## src/rtl/pito_mvu_arbiter_pkg.sv

```systemverilog
// Shared constants and types for the MVU arbiter: hart count, command width,
// MVU interrupt line number and the arbiter FSM state encoding.
package pito_mvu_arbiter_pkg;

    localparam int NUM_HARTS      = 8;
    localparam int HART_CNT_WIDTH = $clog2(NUM_HARTS);
    localparam int XPR_LEN        = 32;
    localparam int IRQ_MVU_INTR   = 16;

    typedef enum logic [1:0] {
        MVU_ARB_IDLE  = 2'd0,
        MVU_ARB_START = 2'd1,
        MVU_ARB_RUN   = 2'd2
    } mvu_arb_state_t;

endpackage

```

## src/rtl/pito_rr_picker.sv

```systemverilog
// Combinational round-robin picker: returns the first eligible hart found
// when searching upward from rr_ptr, wrapping at NUM_HARTS.
module pito_rr_picker #(
    parameter int NUM_HARTS      = 8,
    parameter int HART_CNT_WIDTH = $clog2(NUM_HARTS)
) (
    input  logic [NUM_HARTS-1:0]      eligible,
    input  logic [HART_CNT_WIDTH-1:0] rr_ptr,
    output logic                      found,
    output logic [HART_CNT_WIDTH-1:0] winner
);

    localparam int IW = HART_CNT_WIDTH + 1;

    logic [IW-1:0] idx_s;

    // Walk the offsets from farthest to nearest so the hart closest to rr_ptr overwrites the rest.
    always_comb begin
        found  = 1'b0;
        winner = '0;
        idx_s  = '0;
        for (int i = NUM_HARTS - 1; i >= 0; i--) begin
            idx_s = IW'(rr_ptr) + IW'(i);
            if (idx_s >= IW'(NUM_HARTS)) begin
                idx_s = idx_s - IW'(NUM_HARTS);
            end else begin
                idx_s = idx_s;
            end
            if (eligible[idx_s[HART_CNT_WIDTH-1:0]]) begin
                found  = 1'b1;
                winner = idx_s[HART_CNT_WIDTH-1:0];
            end else begin
                found  = found;
                winner = winner;
            end
        end
    end

endmodule

```

## src/rtl/pito_mvu_arbiter.sv

```systemverilog
// Round-robin arbiter sharing one MVU among the barrel-processor harts; tracks
// the running job and raises the owner's MVU interrupt-pending bit on completion.
module pito_mvu_arbiter #(
    parameter int NUM_HARTS      = 8,
    parameter int HART_CNT_WIDTH = $clog2(NUM_HARTS),
    parameter int CMD_W          = 32
) (
    input  logic                         clk,
    input  logic                         rst_n,
    input  logic [NUM_HARTS-1:0]         req_i,
    input  logic [NUM_HARTS*CMD_W-1:0]   cmd_i,
    output logic [NUM_HARTS-1:0]         gnt_o,
    output logic                         mvu_start_o,
    output logic [CMD_W-1:0]             mvu_cmd_o,
    output logic [HART_CNT_WIDTH-1:0]    mvu_owner_o,
    input  logic                         mvu_done_i,
    output logic                         busy_o,
    output logic [NUM_HARTS-1:0]         irq_o,
    input  logic [NUM_HARTS-1:0]         irq_ack_i
);

    import pito_mvu_arbiter_pkg::*;

    mvu_arb_state_t              state_r;
    mvu_arb_state_t              state_s;
    logic [HART_CNT_WIDTH-1:0]   rr_ptr_r;
    logic [HART_CNT_WIDTH-1:0]   rr_ptr_s;
    logic [HART_CNT_WIDTH-1:0]   owner_r;
    logic [HART_CNT_WIDTH-1:0]   owner_s;
    logic [HART_CNT_WIDTH-1:0]   winner_s;
    logic                        found_s;
    logic [NUM_HARTS-1:0]        eligible_s;
    logic [NUM_HARTS-1:0]        gnt_r;
    logic [NUM_HARTS-1:0]        gnt_s;
    logic [NUM_HARTS-1:0]        irq_r;
    logic [NUM_HARTS-1:0]        irq_s;
    logic [NUM_HARTS-1:0]        irq_set_s;
    logic                        start_r;
    logic                        start_s;
    logic                        busy_r;
    logic                        busy_s;
    logic                        done_s;
    logic [CMD_W-1:0]            cmd_r;
    logic [CMD_W-1:0]            cmd_s;

    // A hart whose completion is still unacknowledged cannot win, so no interrupt is overwritten.
    assign eligible_s = req_i & ~irq_r;

    pito_rr_picker #(
        .NUM_HARTS      (NUM_HARTS),
        .HART_CNT_WIDTH (HART_CNT_WIDTH)
    ) u_picker (
        .eligible (eligible_s),
        .rr_ptr   (rr_ptr_r),
        .found    (found_s),
        .winner   (winner_s)
    );

    // Next-state and next-output logic for the arbiter FSM.
    always_comb begin
        state_s   = state_r;
        rr_ptr_s  = rr_ptr_r;
        owner_s   = owner_r;
        cmd_s     = cmd_r;
        gnt_s     = '0;
        start_s   = 1'b0;
        busy_s    = busy_r;
        done_s    = 1'b0;
        irq_set_s = '0;

        case (state_r)
            MVU_ARB_IDLE: begin
                if (found_s) begin
                    owner_s  = winner_s;
                    cmd_s    = cmd_i[winner_s*CMD_W +: CMD_W];
                    rr_ptr_s = (winner_s == HART_CNT_WIDTH'(NUM_HARTS - 1))
                             ? '0 : winner_s + HART_CNT_WIDTH'(1);
                    gnt_s    = NUM_HARTS'(1) << winner_s;
                    start_s  = 1'b1;
                    busy_s   = 1'b1;
                    state_s  = MVU_ARB_START;
                end else begin
                    state_s  = MVU_ARB_IDLE;
                    busy_s   = 1'b0;
                end
            end
            MVU_ARB_START, MVU_ARB_RUN: begin
                if (mvu_done_i) begin
                    done_s  = 1'b1;
                    busy_s  = 1'b0;
                    state_s = MVU_ARB_IDLE;
                end else begin
                    busy_s  = 1'b1;
                    state_s = MVU_ARB_RUN;
                end
            end
            default: begin
                busy_s  = 1'b0;
                state_s = MVU_ARB_IDLE;
            end
        endcase

        if (done_s) begin
            irq_set_s = NUM_HARTS'(1) << owner_r;
        end else begin
            irq_set_s = '0;
        end
        // A completion landing in the same cycle as an acknowledge keeps the bit set.
        irq_s = (irq_r & ~irq_ack_i) | irq_set_s;
    end

    // State and output registers with synchronous active-low reset.
    always_ff @(posedge clk) begin
        if (!rst_n) begin
            state_r  <= MVU_ARB_IDLE;
            rr_ptr_r <= '0;
            owner_r  <= '0;
            cmd_r    <= '0;
            gnt_r    <= '0;
            start_r  <= 1'b0;
            busy_r   <= 1'b0;
            irq_r    <= '0;
        end else begin
            state_r  <= state_s;
            rr_ptr_r <= rr_ptr_s;
            owner_r  <= owner_s;
            cmd_r    <= cmd_s;
            gnt_r    <= gnt_s;
            start_r  <= start_s;
            busy_r   <= busy_s;
            irq_r    <= irq_s;
        end
    end

    assign gnt_o       = gnt_r;
    assign mvu_start_o = start_r;
    assign mvu_cmd_o   = cmd_r;
    assign mvu_owner_o = owner_r;
    assign busy_o      = busy_r;
    assign irq_o       = irq_r;

endmodule

```

## config.mk

```make
export PLATFORM = sky130hd
export DESIGN_NAME = pito_mvu_arbiter
export DESIGN_NICKNAME = d
export VERILOG_FILES = /design/src/rtl/pito_mvu_arbiter_pkg.sv /design/src/rtl/pito_rr_picker.sv /design/src/rtl/pito_mvu_arbiter.sv
export SDC_FILE = /design/constraint.sdc
export NUM_CORES = 1
export LEC_CHECK = 0
export BUFFER_PORTS_ARGS = -buffer_cell sky130_fd_sc_hd__buf_2
export CORE_AREA = 2 2 126 128
export DETAILED_ROUTE_END_ITERATION = 10
export DIE_AREA = 0 0 128 130
export GPL_TIMING_DRIVEN = 0
export HOLD_SLACK_MARGIN = 0.1
export PLACE_DENSITY = 0.68
export SYNTH_ARGS = -nofsm -noshare
export SYNTH_HDL_FRONTEND = slang
export SYNTH_SLANG_ARGS = --single-unit
```

## constraint.sdc

```tcl
create_clock -name clk -period 6.4 [get_ports clk]
set_input_delay 0.96 -clock clk [delete_from_list [all_inputs] [get_ports clk]]
set_output_delay 0.96 -clock clk [all_outputs]
set_load 0.05 [all_outputs]
```

==> flow_summary.json <==
{
  "outcome": "completed",
  "tightest_slew_ps": 820,
  "max_cap_viol_count": 0,
  "grtUsageMet1_pct": 31.2,
  "grt_pass1_wl_microns": 32900,
  "met3_usage_pct": 5.04,
  "initial_utilization_pct": 35.3,
  "crit_cells": 18,
  "slew_headroom_pct": 44.9,
  "startpoint": "rr_ptr_r[1]",
  "drtAntennaViolNets": 0,
  "cts_max_path_buffers": 2,
  "cts_root_buf": "clkbuf_16",
  "htreeDepth": 3,
  "post-route-period-util_pct": 82.4,
  "synth_xor_area_share_pct": 0.643,
  "timing.rr.end": "rr_ptr_r[2]",
  "synth-simple-area-share_pct": 15.9,
  "synthArstFlopShare_pct": 0,
  "routed_wl_microns": 22700,
  "syn_to_final_growth_pct": 40.5,
  "overflow": 0,
  "place_ws_ps": 1230,
  "viasPerCell": 5.44,
  "synth_compound_area_share_pct": 19.0,
  "coreArea_sq_um": 15400,
  "port_buffers": 327,
  "use_met2_pct": 48.0,
  "crit_arrival_ps": 5470,
  "dpl.hpwl_microns": 18500,
  "yosysUniqueCellTypes": 69,
  "grt_use_total_pct": 26.2,
  "row_count": 46,
  "cts.sinks": 58,
  "cts-resized-gates": 0,
  "drc": 0,
  "clk_transition_reported_paths_ps": 50,
  "r2r_slack_ps": 1120,
  "critPathMaxStageDelay_ps": 590,
  "cp-end-kind": "register",
  "setup_viol": 0,
  "die_h_microns": 130,
  "worstSkewPairLatency_ps": 330,
  "syn_area_sq_um": 5450,
  "synth_top_area_cell": "dfxtp_1",
  "synth_edf_count": 0,
  "synth_top_family_by_area": "multiplexers",
  "leakage_uw": 0.00378,
  "worstSetupStartpointType": "register",
  "synthMuxAreaShare_pct": 33.1,
  "synth_area_leaders": "dfxtp_1, mux4_2, mux2i_1",
  "skew_ps": 7.25,
  "drt_pre_antenna_iters": 5,
  "drtIter0Drc": 409,
  "dieArea_sq_um": 16600,
  "r2r_cells": 18,
  "power_density_nw_per_um2": 610,
  "rsz0062_at_grt": "false",
  "cp_slowest_cell": "mux4_2",
  "antenna_found_initial": 4,
  "crit_chain": "clkbuf_1 > inv_1 > buf_1 > ha_1 > buf_2 > clkinv_1 > mux4_2 > o2111ai_1 > o2111ai_1 > nand2_1 > nand2_1 > inv_2 > buf_2 > clkbuf_1 > ha_1 > ha_1 > mux2i_1 > nor2_1",
  "min_period_ps": 5280,
  "crit_family": "buffers and inverters",
  "fmax_mhz": 190,
  "cp_max_fo": 11,
  "cp.buffers_inverters": 8,
  "cts_setup_buffers": 0,
  "synth_top_area_share_pct": 21.3,
  "setup_tns_ps": 0,
  "grt-busiest-layer": "met2",
  "worst_slack_ps": 1120,
  "pin_count": 328,
  "post_drt_wl_per_cell_microns": 19.9,
  "hold_viol": 0,
  "num_vias": 6188,
  "synth-seq-cells": 58,
  "syn_area_per_cell_sq_um": 9.05,
  "crit_type": "reg -> reg",
  "slew_violations": 0,
  "routabilityCongestion": 0.935,
  "syn_nets": 886,
  "synthTopCellsByCount": "nand2_1, dfxtp_1, o21ai_0, mux2i_1",
  "worstSetupEndpoint": "rr_ptr_r[2]",
  "synth_cells": 602,
  "ir_worst_vdd_mv": 0.346,
  "layout.nets": 1224,
  "cts_tree": "built",
  "numCtsBuffers": 9,
  "drive_gt1_share_pct": 46.6,
  "hold_class": "reg -> reg",
  "crit_path_frequent_cell": "ha_1",
  "grt_pass1_vias": 5924,
  "synth-seq-area-share_pct": 21.3,
  "grt_max_degree": 13,
  "hold_buffers": 0,
  "yosysWarnings": 0,
  "die_x_microns": 128,
  "r2r_start": "rr_ptr_r[1]",
  "synthAdderAreaFrac_pct": 2.07,
  "yosysMostFrequentCell": "nand2_1",
  "synth_flop_cell": "dfxtp_1",
  "cp_data_required_time_ps": 6590
}
per-layer routing:
layer  vias up  share of wire (%)  routed length [microns]
met1      2948                 39                     8850
met5         -              0.093                       21
met2       269                 52                    11900
met4         4                2.3                      528
met3        35                6.2                     1400
li1       2932                  -                        -
power breakdown:
group	leakage (uW)	switching, uW	internal [uW]	total, uW
logic	0.00315	2090	1520	3610
clock network	0.000156	185	344	529
registers	0.000477	59.8	473	533
total	0.00378	2340	2340	4670
state kept, by name, indices dropped and copies added, names as in the netlist:
register and cells:
state_r 2, rr_ptr_r 3, gnt_o 8, mvu_cmd_o 32, mvu_owner_o 3, busy_o 1
mvu_start_o 1, irq_o 8
worst min path at each step:
stage	start	to	slack [ps]	cells after the start
6_report	mvu_cmd_o[18]	mvu_cmd_o[18]	470	2
5_1_grt	mvu_cmd_o[28]	mvu_cmd_o[28]	480	2
3_3_place_gp	mvu_cmd_o[31]	mvu_cmd_o[31]	450	2
3_5_place_dp	mvu_cmd_o[28]	mvu_cmd_o[28]	460	2
2_1_floorplan	state_r[1]	state_r[0]	560	2
4_1_cts	mvu_cmd_o[28]	mvu_cmd_o[28]	470	2
through the flow:
step                area [sq um]  std cells  hold slack (ps)  power, uW  utilization, %
floorplan                   5450        602              557       3230               -
global placement            7330       1121              450       4130            47.5
detailed placement          7330       1121              459       4140            47.5
CTS                         7650       1137              474       4690            49.6
global route                7650       1137              483       4970            49.6
finish                      7660       1138              472       4670            49.6
worst min-delay path: stages (launching register included):
cell and delay (ps):
dfxtp_1 320, nand2_1 50, o211ai_1 70
layout make-up:
type	instances	area [sq um]
Multi-Input combinational cell	458	3850
Clock inverter	7	103
Inverter	43	175
Sequential cell	58	1160
Timing Repair Buffer	327	1640
Antenna cell	1	2.50
Clock buffer	9	225
Tap cell	192	240
Fill cell	1543	7770
Buffer	43	262
kinds of logic (layout without fill, tap and decap cells):
logic type | after synthesis | in the layout
other | 0 | 1
muxes | 113 | 113
xor gates and xnor gates | 4 | 4
buffers and inverters | 86 | 429
and+or+nand+nor | 177 | 177
adders and majority gates | 9 | 9
DFF | 58 | 58
AOI/OAI and AO/OA | 155 | 155
placed cells by master (no fill, tap or decap), types with 2 or more instances in the layout:
| cell | count |
|---|---|
| o21ai_0 | 47 |
| a211oi_1 | 2 |
| inv_1 | 40 |
| nand2_1 | 78 |
| a22oi_1 | 7 |
| o22a_1 | 3 |
| and2_1 | 12 |
| mux2_2 | 23 |
| o2111ai_1 | 3 |
| buf_12 | 3 |
| a31oi_1 | 4 |
| or2_2 | 2 |
| ha_1 | 9 |
| clkbuf_1 | 19 |
| o211ai_2 | 8 |
| o211ai_1 | 21 |
| nand3_1 | 7 |
| or4_1 | 6 |
| mux4_2 | 31 |
| buf_4 | 3 |
| clkbuf_16 | 9 |
| mux2i_1 | 41 |
| dfxtp_1 | 58 |
| and3_1 | 12 |
| mux2_4 | 2 |
| clkinv_4 | 3 |
| nand2b_1 | 7 |
| nor3_1 | 4 |
| xnor2_1 | 3 |
| buf_2 | 340 |
| nor2b_1 | 7 |
| nor2_1 | 26 |
| nor4b_1 | 6 |
| mux4_1 | 14 |
| a221o_1 | 6 |
| a21oi_1 | 40 |
| bufinv_16 | 2 |
Note: power is estimated with default switching activity, not from simulation.
